--- config.mk ---
export PLATFORM = sky130hd
export DESIGN_NAME = gray_led_rx
export DESIGN_NICKNAME = d
export VERILOG_FILES = /design/src/rtl/gray_pkg.sv /design/src/rtl/gray_rx_filter.sv /design/src/rtl/gray_led_rx.sv
export SDC_FILE = /design/constraint.sdc
export NUM_CORES = 1
export LEC_CHECK = 0
export ABC_AREA = 1
export CAP_MARGIN = 40
export CORE_MARGIN = 3
export CORE_UTILIZATION = 35
export CTS_CLUSTER_DIAMETER = 30
export DETAILED_ROUTE_END_ITERATION = 8
export SLEW_MARGIN = 10
export SYNTH_ARGS = -nofsm -noshare
export SYNTH_HDL_FRONTEND = slang
export SYNTH_SLANG_ARGS = --single-unit
--- constraint.sdc ---
create_clock -name clk -period 2.2 [get_ports clk]
set_input_delay 0.44 -clock clk [delete_from_list [all_inputs] [get_ports clk]]
set_output_delay 0.44 -clock clk [all_outputs]
set_load 0.01 [all_outputs]
--- src/rtl/gray_pkg.sv ---
// rtl/gray_pkg.sv - shared Gray code helpers and receiver state type
package gray_pkg;

    // Default Gray bus width shared by the LED transmitter and receiver designs
    localparam int GRAY_W = 4;

    typedef enum logic {
        UNLOCKED = 1'b0,
        TRACK    = 1'b1
    } rx_state_t;

    function automatic logic [GRAY_W-1:0] bin2gray(input logic [GRAY_W-1:0] b);
        return b ^ (b >> 1);
    endfunction

    // Each binary bit is the XOR of all Gray bits at or above it
    function automatic logic [GRAY_W-1:0] gray2bin(input logic [GRAY_W-1:0] g);
        logic [GRAY_W-1:0] b;
        b[GRAY_W-1] = g[GRAY_W-1];
        for (int i = GRAY_W - 2; i >= 0; i--) begin
            b[i] = b[i+1] ^ g[i];
        end
        return b;
    endfunction

endpackage

--- src/rtl/gray_rx_filter.sv ---
// rtl/gray_rx_filter.sv - two-flop synchroniser and stability filter for the Gray bus
module gray_rx_filter
    import gray_pkg::*;
#(
    parameter int BITS          = GRAY_W,
    parameter int STABLE_CYCLES = 16
) (
    input  logic            clk,
    input  logic            resetn,
    input  logic [BITS-1:0] gray_in,
    input  logic [BITS-1:0] acc,
    input  logic            locked,
    output logic [BITS-1:0] cand,
    output logic            accept
);

    localparam int CNT_W = $clog2(STABLE_CYCLES);
    localparam logic [CNT_W-1:0] CNT_MAX = CNT_W'(STABLE_CYCLES - 1);

    logic [BITS-1:0]  s1;
    logic [BITS-1:0]  s2;
    logic [CNT_W-1:0] cnt;

    // Synchronise the pins, then restart the run count whenever the sample moves
    always_ff @(posedge clk) begin
        if (!resetn) begin
            s1   <= '0;
            s2   <= '0;
            cand <= '0;
            cnt  <= '0;
        end else begin
            s1 <= gray_in;
            s2 <= s1;
            if (s2 != cand) begin
                cand <= s2;
                cnt  <= '0;
            end else if (cnt != CNT_MAX) begin
                cnt <= cnt + 1'b1;
            end
        end
    end

    // A settled code is offered once; after lock only codes differing from the accepted one
    assign accept = (s2 == cand) && (cnt == CNT_MAX) && (!locked || (cand != acc));

endmodule

--- src/rtl/gray_led_rx.sv ---
// rtl/gray_led_rx.sv - Gray LED counter receiver: decode, classify steps, count glitches
module gray_led_rx
    import gray_pkg::*;
#(
    parameter int BITS          = GRAY_W,
    parameter int STABLE_CYCLES = 16,
    parameter int ERR_W         = 8
) (
    input  logic             clk,
    input  logic             resetn,
    input  logic [BITS-1:0]  gray_in,
    output logic [BITS-1:0]  value,
    output logic             value_valid,
    output logic             step_up,
    output logic             step_down,
    output logic             glitch,
    output logic             locked,
    output logic [ERR_W-1:0] err_count
);

    rx_state_t       state;
    rx_state_t       state_next;
    logic [BITS-1:0] cand;
    logic [BITS-1:0] acc;
    logic            accept;
    logic [BITS-1:0] nv;
    logic [BITS-1:0] ov_inc;
    logic [BITS-1:0] ov_dec;
    logic            is_up;
    logic            is_down;
    logic            classify;

    gray_rx_filter #(
        .BITS          (BITS),
        .STABLE_CYCLES (STABLE_CYCLES)
    ) u_filter (
        .clk     (clk),
        .resetn  (resetn),
        .gray_in (gray_in),
        .acc     (acc),
        .locked  (locked),
        .cand    (cand),
        .accept  (accept)
    );

    assign locked = (state == TRACK);

    // State register: once tracking, only reset returns to UNLOCKED
    always_ff @(posedge clk) begin
        if (!resetn) begin
            state <= UNLOCKED;
        end else begin
            state <= state_next;
        end
    end

    // Next state and step classification of the candidate against the last value
    always_comb begin
        state_next = state;
        nv         = gray2bin(cand);
        ov_inc     = value + 1'b1;
        ov_dec     = value - 1'b1;
        is_up      = (nv == ov_inc);
        is_down    = (nv == ov_dec) && !is_up;
        classify   = accept && (state == TRACK);
        if (state == UNLOCKED && accept) begin
            state_next = TRACK;
        end
    end

    // Registered accept outputs: value update, one-cycle pulses and saturating glitch count
    always_ff @(posedge clk) begin
        if (!resetn) begin
            acc         <= '0;
            value       <= '0;
            value_valid <= 1'b0;
            step_up     <= 1'b0;
            step_down   <= 1'b0;
            glitch      <= 1'b0;
            err_count   <= '0;
        end else begin
            value_valid <= accept;
            step_up     <= classify && is_up;
            step_down   <= classify && is_down;
            glitch      <= classify && !is_up && !is_down;
            if (accept) begin
                acc   <= cand;
                value <= nv;
            end
            if (classify && !is_up && !is_down && (err_count != '1)) begin
                err_count <= err_count + 1'b1;
            end
        end
    end

endmodule

==> Word-level counts from Yosys, hierarchy flattened <==
Index checks and enable logic that the tools add are counted.
{ "totals": {"ff_bits": 37, "latchBits": 0, "ram_bits": 0, "mem_bits_ro": 0, "input_bits": 6, "elab_cells": 44, "memories": 0} }
{ "op_classes": {"addsub": 4, "mul": 0, "div_mod_pow": 0, "magnitude_cmp": 0, "eq_ne": 8, "n_shift": 0, "mux": 0, "n_bitwise": 5, "reduce_logical": 15} }
{ "op_table": {"columns": ["op", "n"], "rows": [
  ["$eq A4 B4 Y1", 3],
  ["$logic_and A1 B1 Y1", 10],
  ["$add A4 B1 Y4 const B", 2],
  ["$add A8 B1 Y8 const B", 1],
  ["$ne A4 B4 Y1", 2],
  ["$ne A8 B8 Y1 const B", 1],
  ["$eq A4 B4 Y1 const B", 1],
  ["$ne A4 B4 Y1 const B", 1],
  ["$sub A4 B1 Y4 const B", 1],
  ["$logic_not A1 Y1", 3],
  ["$xor A1 B1 Y1", 3],
  ["$not A1 Y1", 2],
  ["$reduce_or A2 Y1", 1],
  ["$logic_or A1 B1 Y1", 1]
]} }

==> Depth between registers and ports, before layout <==
Gate-level depths: netlist of the first run.
{ "depth": {"ltp_word": 9, "mapped_depth": 15, "depth_no_buf": 15} }

==> Hierarchy <==
Synthesis of the first run repeated with hierarchy kept, for this count alone.
{ "hier_totals": {"hier_cells": 278, "hier_area_um2": 1886.8} }
{ "by_module_without_submodules": {"columns": ["mod", "instances", "cells_each", "area_each_um2", "seq_area_each_um2"], "rows": [
  ["gray_led_rx", 1, 177, 1202.4, 400.4],
  ["gray_rx_filter", 1, 101, 684.4, 320.3]
]} }

==> Worst setup path before layout of the first run <==
OpenSTA, ideal clock, no wires.
{ "synth_timing": {"path_kind": "register to register", "startpoint": "reg value[0]", "endpoint": "reg err_count[0]", "setup_time_ps": 113, "arrival_time_ps": 1611, "slack_ps": 476, "stages_incl_launch_ff": 15, "cell_sequence": "dfxtp_1 -> inv_1 -> ha_1 -> inv_1 -> nand2_1 -> nand2_1 -> nand2_1 -> nand2_1 -> inv_1 -> nand2_1 -> nor2_1 -> o21ai_4 -> nand3_4 -> nor2_1 -> nor2_1"} }
{ "synth_between": {"elab_chain_len": 7, "elab_cells_between_ends": 10, "cone_classes": "2 x add/sub; 2 x eq/ne; 6 x reduce/logical"} }
{ "synth_rtl": {"columns": ["item", "line_no", "source"], "rows": [
  ["start: declaration", "gray_led_rx.sv:12", "output logic [BITS-1:0] value,"],
  ["start signal: assignment", "gray_led_rx.sv:88", "value <= nv;"],
  ["$add A4 B1 Y4", "gray_led_rx.sv:61", "ov_inc = value + 1'b1;"],
  ["$eq A4 B4 Y1", "gray_led_rx.sv:63", "is_up = (nv == ov_inc);"],
  ["$logic_not A1 Y1", "gray_led_rx.sv:64, gray_led_rx.sv:90", null],
  ["$logic_and A1 B1 Y1", "gray_led_rx.sv:64", "is_down = (nv == ov_dec) && !is_up;"],
  ["$logic_not A1 Y1", "gray_led_rx.sv:90", "if (classify && !is_up && !is_down && (err_count != '1)) begin"],
  ["$logic_and A1 B1 Y1 (*) (2 in a row)", "gray_led_rx.sv:90", null],
  ["end signal: assignment", "gray_led_rx.sv:91", "err_count <= err_count + 1'b1;"],
  ["end: declaration", "gray_led_rx.sv:18", "output logic [ERR_W-1:0] err_count"]
]} }
Every way passes the cells marked *; elsewhere a longest branch is shown, timed or not.
A chain may end at the register's enable or synchronous reset.

==> Worst setup path after layout of the first run <==
{ "layout_timing": {"startpoint": "reg value[0]", "endpoint": "reg err_count[1]"} }
The elaborated chain is that of the path after synthesis.

==> results of run 1 <==
[state kept, by name, indices dropped and copies added (netlist names)]
name	count
err_count	8
u_filter.cand	4
u_filter.cnt	4
u_filter.s1	4
u_filter.s2	4
value	4
acc	3
glitch	1
locked	1
step_down	1
step_up	1
value_valid	1
[final cells by class]
class,instances,share of cell area
Sequential cell,36,0.336
Inverter,42,0.0735
Tap cell,67,0.0391
Clock inverter,3,0.0198
Clock buffer,5,0.0321
Multi-Input combinational cell,169,0.394
Timing Repair Buffer,23,0.106
[critical path: stages (launching register included)]
cell	delay (ns)
dfxtp_1	0.42
inv_1	0.10
ha_1	0.23
inv_1	0.08
nand2_1	0.05
nand2_1	0.06
nand2_1	0.05
nand2_1	0.05
inv_1	0.03
nand2_1	0.06
nor2_1	0.07
o21ai_4	0.28
nand3_4	0.14
nand2_1	0.08
inv_1	0.04
nor2_1	0.09
[kinds of logic after synthesis]
| group | count (synthesis) | synth area share |
|---|---|---|
| AO/OA/AOI/OAI | 23 | 0.0718 |
| buffers and inverters | 46 | 0.110 |
| XOR/XNOR | 8 | 0.0398 |
| flip-flops | 36 | 0.410 |
| AND/OR/NAND/NOR | 134 | 0.340 |
| adder cells (fa/ha/maj) | 4 | 0.0285 |
[per-layer routing]
layer,routed length (um),vias to the layer above,global-route usage
met2,1520,25,0.204
met4,35,0,0.0380
met1,1660,658,0.147
met3,130,5,0.0364
li1,-,839,-
met5,0,-,0
[metrics by stage]
step | power [W] | instances
global placement | 0.000765 | 337
floorplan | 0.000743 | 251
global route | 0.00138 | 345
CTS | 0.00134 | 345
finish | 0.00132 | 345
detailed placement | 0.000765 | 337
[path summary, 6_finish.rpt]
kind / to / slack, ns / depth (start not counted)
setup / recovery: err_count[1] / 0.31 / 15
hold / removal: u_filter.s2[1] / 0.41 / 2
hold reg to reg: u_filter.s2[1] / 0.41 / 2
setup reg to reg: err_count[1] / 0.31 / 15
[cell usage in the layout (no fill, tap or decap), types with 2 or more instances in the layout]
| cell | synthesis | final |
|---|---|---|
| a21oi_1 | 13 | 13 |
| clkbuf_8 | 1 | 5 |
| clkdlybuf4s50_1 | 0 | 22 |
| dfxtp_1 | 36 | 36 |
| ha_1 | 4 | 4 |
| inv_1 | 41 | 41 |
| nand2_1 | 71 | 71 |
| nand2_2 | 2 | 2 |
| nand3_1 | 17 | 17 |
| nand3_2 | 2 | 2 |
| nand4_1 | 9 | 9 |
| nor2_1 | 24 | 24 |
| nor3_1 | 4 | 4 |
| o21ai_0 | 9 | 9 |
| xnor2_1 | 6 | 6 |
| xor2_1 | 2 | 2 |
[where the power goes]
part | internal (W) | switching [W]
Clock | 0.000335 | 0.000236
Sequential | 0.000663 | 0.00000838
Combinational | 0.0000318 | 0.0000458
Total | 0.00103 | 0.000290
==> flow_summary.json, run 1 <==
{
  "ys_async_sr_fraction": 0,
  "synth_edf_count": 0,
  "dpl-instance-area_um2": 2030,
  "syn_area_um2": 1760,
  "peakVddDrop_v": 0.000441,
  "holdCritStartpoint": "u_filter.s1[1]",
  "path_clk_slew_ns": 0.07,
  "insertedDiodeCount": 0,
  "cts_hold_buf": 0,
  "layout_setup_ws_ns": 0.313,
  "die_h_um": 76.9,
  "fp.coreArea_um2": 4790,
  "cp_data_arrival_time_ns": 2.11,
  "grt_max_degree": 24,
  "pin_count": 23,
  "startpoint_type": "flip-flop",
  "die-width_um": 76.9,
  "drive_gt1_frac": 0.0683,
  "status": "finished clean",
  "syn_inst": 251,
  "clk_latency_ns": 0.28,
  "setup_viol": 0,
  "endpoint_kind": "flip-flop",
  "r2r_start": "value[0]",
  "multi_input_area_um2": 845,
  "fin_worst_skew_ns": 0.00554,
  "drt-total-wl_um": 3350,
  "die_area_um2": 5910,
  "nFillCells": 500,
  "drt-initial-drc-count": 97,
  "final_core_util": 0.448,
  "p_leak_nw": 0.972,
  "overflow": 0,
  "port_buffers": 22,
  "cp_max_fo": 10,
  "wl_per_cell_um": 9.70,
  "fmax_mhz": 530,
  "setup_tns_ns": 0,
  "max-slew-margin-rel": 0.787,
  "cts.htree.levels": 2,
  "final_antenna_net_count": 0,
  "ys_top_cells_by_count": "nand2_1, inv_1, dfxtp_1",
  "tightest_slew_ns": 0.319,
  "mappedNetlistNets": 261,
  "areaGrowthSynthToFinish_pct": 22.0,
  "post_drt_via_cell_ratio": 4.43,
  "avgSynthCellArea_um2": 7.01,
  "stdcell_area_um2": 2150,
  "crit_start": "value[0]",
  "yosys.area.top_type": "dfxtp_1",
  "synth.most_common_cell": "nand2_1",
  "power_density_nw_per_um2": 615,
  "place_congestion": 0.799,
  "cts.sinks": 36,
  "synth_cell_types": 25,
  "clk_path_buf_depth": 2,
  "ctsResizeCount": 0,
  "whs_ns": 0.415,
  "rows": 25,
  "nets": 287,
  "via_count": 1527,
  "cts-root-buf": "clkbuf_8",
  "synth-seq-cells": 36,
  "grt.total_usage": 0.121,
  "yosysTopAreaCellShare": 0.410,
  "dp_hpwl_um": 2520,
  "dr.pass1.iters": 4,
  "start_util": 0.368,
  "synthFlopType": "dfxtp_1",
  "cp_data_required_time_ns": 2.42,
  "tritoncts": "yes",
  "rsz0062_at_grt": "no",
  "hold_path.class": "flip-flop to flip-flop",
  "grt_pass1_vias": 1397,
  "cts_buffers": 5,
  "antenna_found_initial": 0,
  "cts_setup_buffers": 0,
  "crit_type": "flip-flop to flip-flop",
  "finalCritPeriodShare": 0.858,
  "period_minus_slack_ns": 1.89,
  "hold_violations": 0,
  "final_max_slew_viol_count": 0,
  "pre_cts_slack_ns": 0.339,
  "ys_seq_area_frac": 0.410,
  "drc": 0,
  "yosys-top-cells-area": "dfxtp_1, nand2_1, inv_1",
  "grt_pass1_wl_um": 5890,
  "drv_cap": 0,
  "yosysWarningCount": 0,
  "final-seq-area_um2": 721
}
(Power assumes the default switching activity.)
==> run 2: changes to the inputs <==
--- a/config.mk
+++ b/config.mk
@@ -7,10 +7,12 @@
 export LEC_CHECK = 0
 export ABC_AREA = 1
 export CAP_MARGIN = 40
-export CORE_MARGIN = 3
-export CORE_UTILIZATION = 35
+export CORE_MARGIN = 2
+export CORE_UTILIZATION = 47
 export CTS_CLUSTER_DIAMETER = 30
 export DETAILED_ROUTE_END_ITERATION = 8
+export GPL_ROUTABILITY_DRIVEN = 0
+export PLACE_DENSITY = 0.7
 export SLEW_MARGIN = 10
 export SYNTH_ARGS = -nofsm -noshare
 export SYNTH_HDL_FRONTEND = slang
==> flow_summary.json, run 2 (synthesis gave the netlist of run 1 again) <==
{
  "drt-initial-drc-count": 146,
  "p_leak_nw": 0.962,
  "dp_cells": 318,
  "regMostFlops": "err_count",
  "clk_path_buf_depth": 2,
  "path_clk_slew_ns": 0.07,
  "cts-root-buf": "clkbuf_8",
  "cp_data_required_time_ns": 2.43,
  "met3_length_um": 122,
  "cts_hold_buf": 0,
  "period_minus_slack_ns": 1.90,
  "ctsResizeCount": 0,
  "die_h_um": 65.2,
  "die-width_um": 65.2,
  "startpoint_type": "flip-flop",
  "via_count": 1545,
  "met1_length_um": 1590,
  "drt-total-wl_um": 3190,
  "drc": 0,
  "peakVddDrop_v": 0.000393,
  "nets": 287,
  "wl_per_cell_um": 9.79,
  "hold_violations": 0,
  "overflow": 0,
  "max-slew-margin-rel": 0.780,
  "grt_pass1_wl_um": 5660,
  "start_util": 0.484,
  "final_core_util": 0.579,
  "cp_data_arrival_time_ns": 2.13,
  "final_cells": 326,
  "cts_setup_buffers": 0,
  "grt_max_degree": 24,
  "crit_start": "value[0]",
  "grt_pass1_vias": 1362,
  "drv_cap": 0,
  "setup_viol": 0,
  "dp_hpwl_um": 2390,
  "antenna_found_initial": 0,
  "status": "finished clean",
  "pin_count": 23,
  "reg2reg_depth": 15,
  "cts.sinks": 36,
  "tightest_slew_ns": 0.329,
  "finalCritPeriodShare": 0.865,
  "drive_gt1_frac": 0.0647,
  "insertedDiodeCount": 0,
  "crit_type": "flip-flop to flip-flop",
  "route.met2.wl_um": 1430,
  "rsz0062_at_grt": "no",
  "areaGrowthSynthToFinish_pct": 19.6,
  "cts_buffers": 5,
  "setup_tns_ns": 0,
  "r2r-end": "err_count[1]",
  "clk_latency_ns": 0.28,
  "power_density_nw_per_um2": 585,
  "r2r_start": "value[0]",
  "rrSetupSlack_ns": 0.30,
  "crit_path_end": "err_count[1]",
  "largest_register_ffs": 8,
  "port_buffers": 22,
  "post_drt_via_cell_ratio": 4.74,
  "rows": 22,
  "final_antenna_net_count": 0,
  "die_area_um2": 4250,
  "fin_worst_skew_ns": 0.00667,
  "endpoint_kind": "flip-flop",
  "final_common_cell": "nand2_1",
  "layout_common_cells": "nand2_1, inv_1, dfxtp_1, nor2_1, clkdlybuf4s50_1",
  "dr.pass1.iters": 4,
  "cp_max_fo": 10,
  "final_max_slew_viol_count": 0,
  "grt.total_usage": 0.172,
  "highest_layer": "met4",
  "fmax_mhz": 526,
  "cts.htree.levels": 2,
  "hold_path.class": "flip-flop to flip-flop",
  "fp.coreArea_um2": 3630,
  "tritoncts": "yes"
}
==> run 2: worst min-delay path by stage <==
stage                         startpoint  slack (ns)              to  cells past startpoint
final                     u_filter.s1[1]        0.41  u_filter.s2[1]                      2
after global routing      u_filter.s1[0]        0.42  u_filter.s2[0]                      2
after CTS                 u_filter.s1[1]        0.41  u_filter.s2[1]                      2
after detailed placement  u_filter.s1[0]        0.40  u_filter.s2[0]                      2
after global placement    u_filter.s1[3]        0.39  u_filter.s2[3]                      2
after floorplan           u_filter.s1[0]        0.39  u_filter.s2[0]                      2
==> run 2: through the flow <==
step | power (W) | cell area [um2] | hold slack [ns] | worst slack, ns
global route | 0.00129 | 2100 | 0.424 | 0.0102
finish | 0.00123 | 2100 | 0.412 | 0.298
CTS | 0.00125 | 2100 | 0.414 | 0.284
global placement | 0.000764 | 2010 | 0.392 | 0.336
floorplan | 0.000743 | 1760 | 0.390 | 0.476
detailed placement | 0.000766 | 2010 | 0.396 | 0.301
==> run 2: power breakdown <==
group          total [W]  internal (W)  leakage (nW)  switching (W)
Combinational  0.0000779     0.0000318         0.625      0.0000461
Clock           0.000482      0.000254        0.0445       0.000227
Sequential      0.000672      0.000664         0.292     0.00000853
Total            0.00123      0.000950         0.962       0.000282
==> run 2: area by class of cell <==
cell class                 instances  area [um2]
sequential                        36         721
timing repair buffer              23         228
fill                             360        1530
inverter                          42         158
tap                               48        60.1
clock buffer                       7        86.3
clock inverter                     1        7.51
multi-input combinational        169         845
==> run 2: critical path, cell delays in order, from the launching register on <==
cell,delay [ns]
dfxtp_1,0.42
inv_1,0.10
ha_1,0.23
inv_1,0.08
nand2_1,0.05
nand2_1,0.06
nand2_1,0.05
nand2_1,0.06
inv_1,0.03
nand2_1,0.06
nor2_1,0.07
o21ai_4,0.29
nand3_4,0.14
nand2_1,0.09
inv_1,0.04
nor2_1,0.08
==> run 2: per-layer routing <==
layer,GRT usage,up-vias
met3,0.0411,5
met1,0.206,676
met5,0,-
li1,-,836
met4,0.0703,0
met2,0.293,28
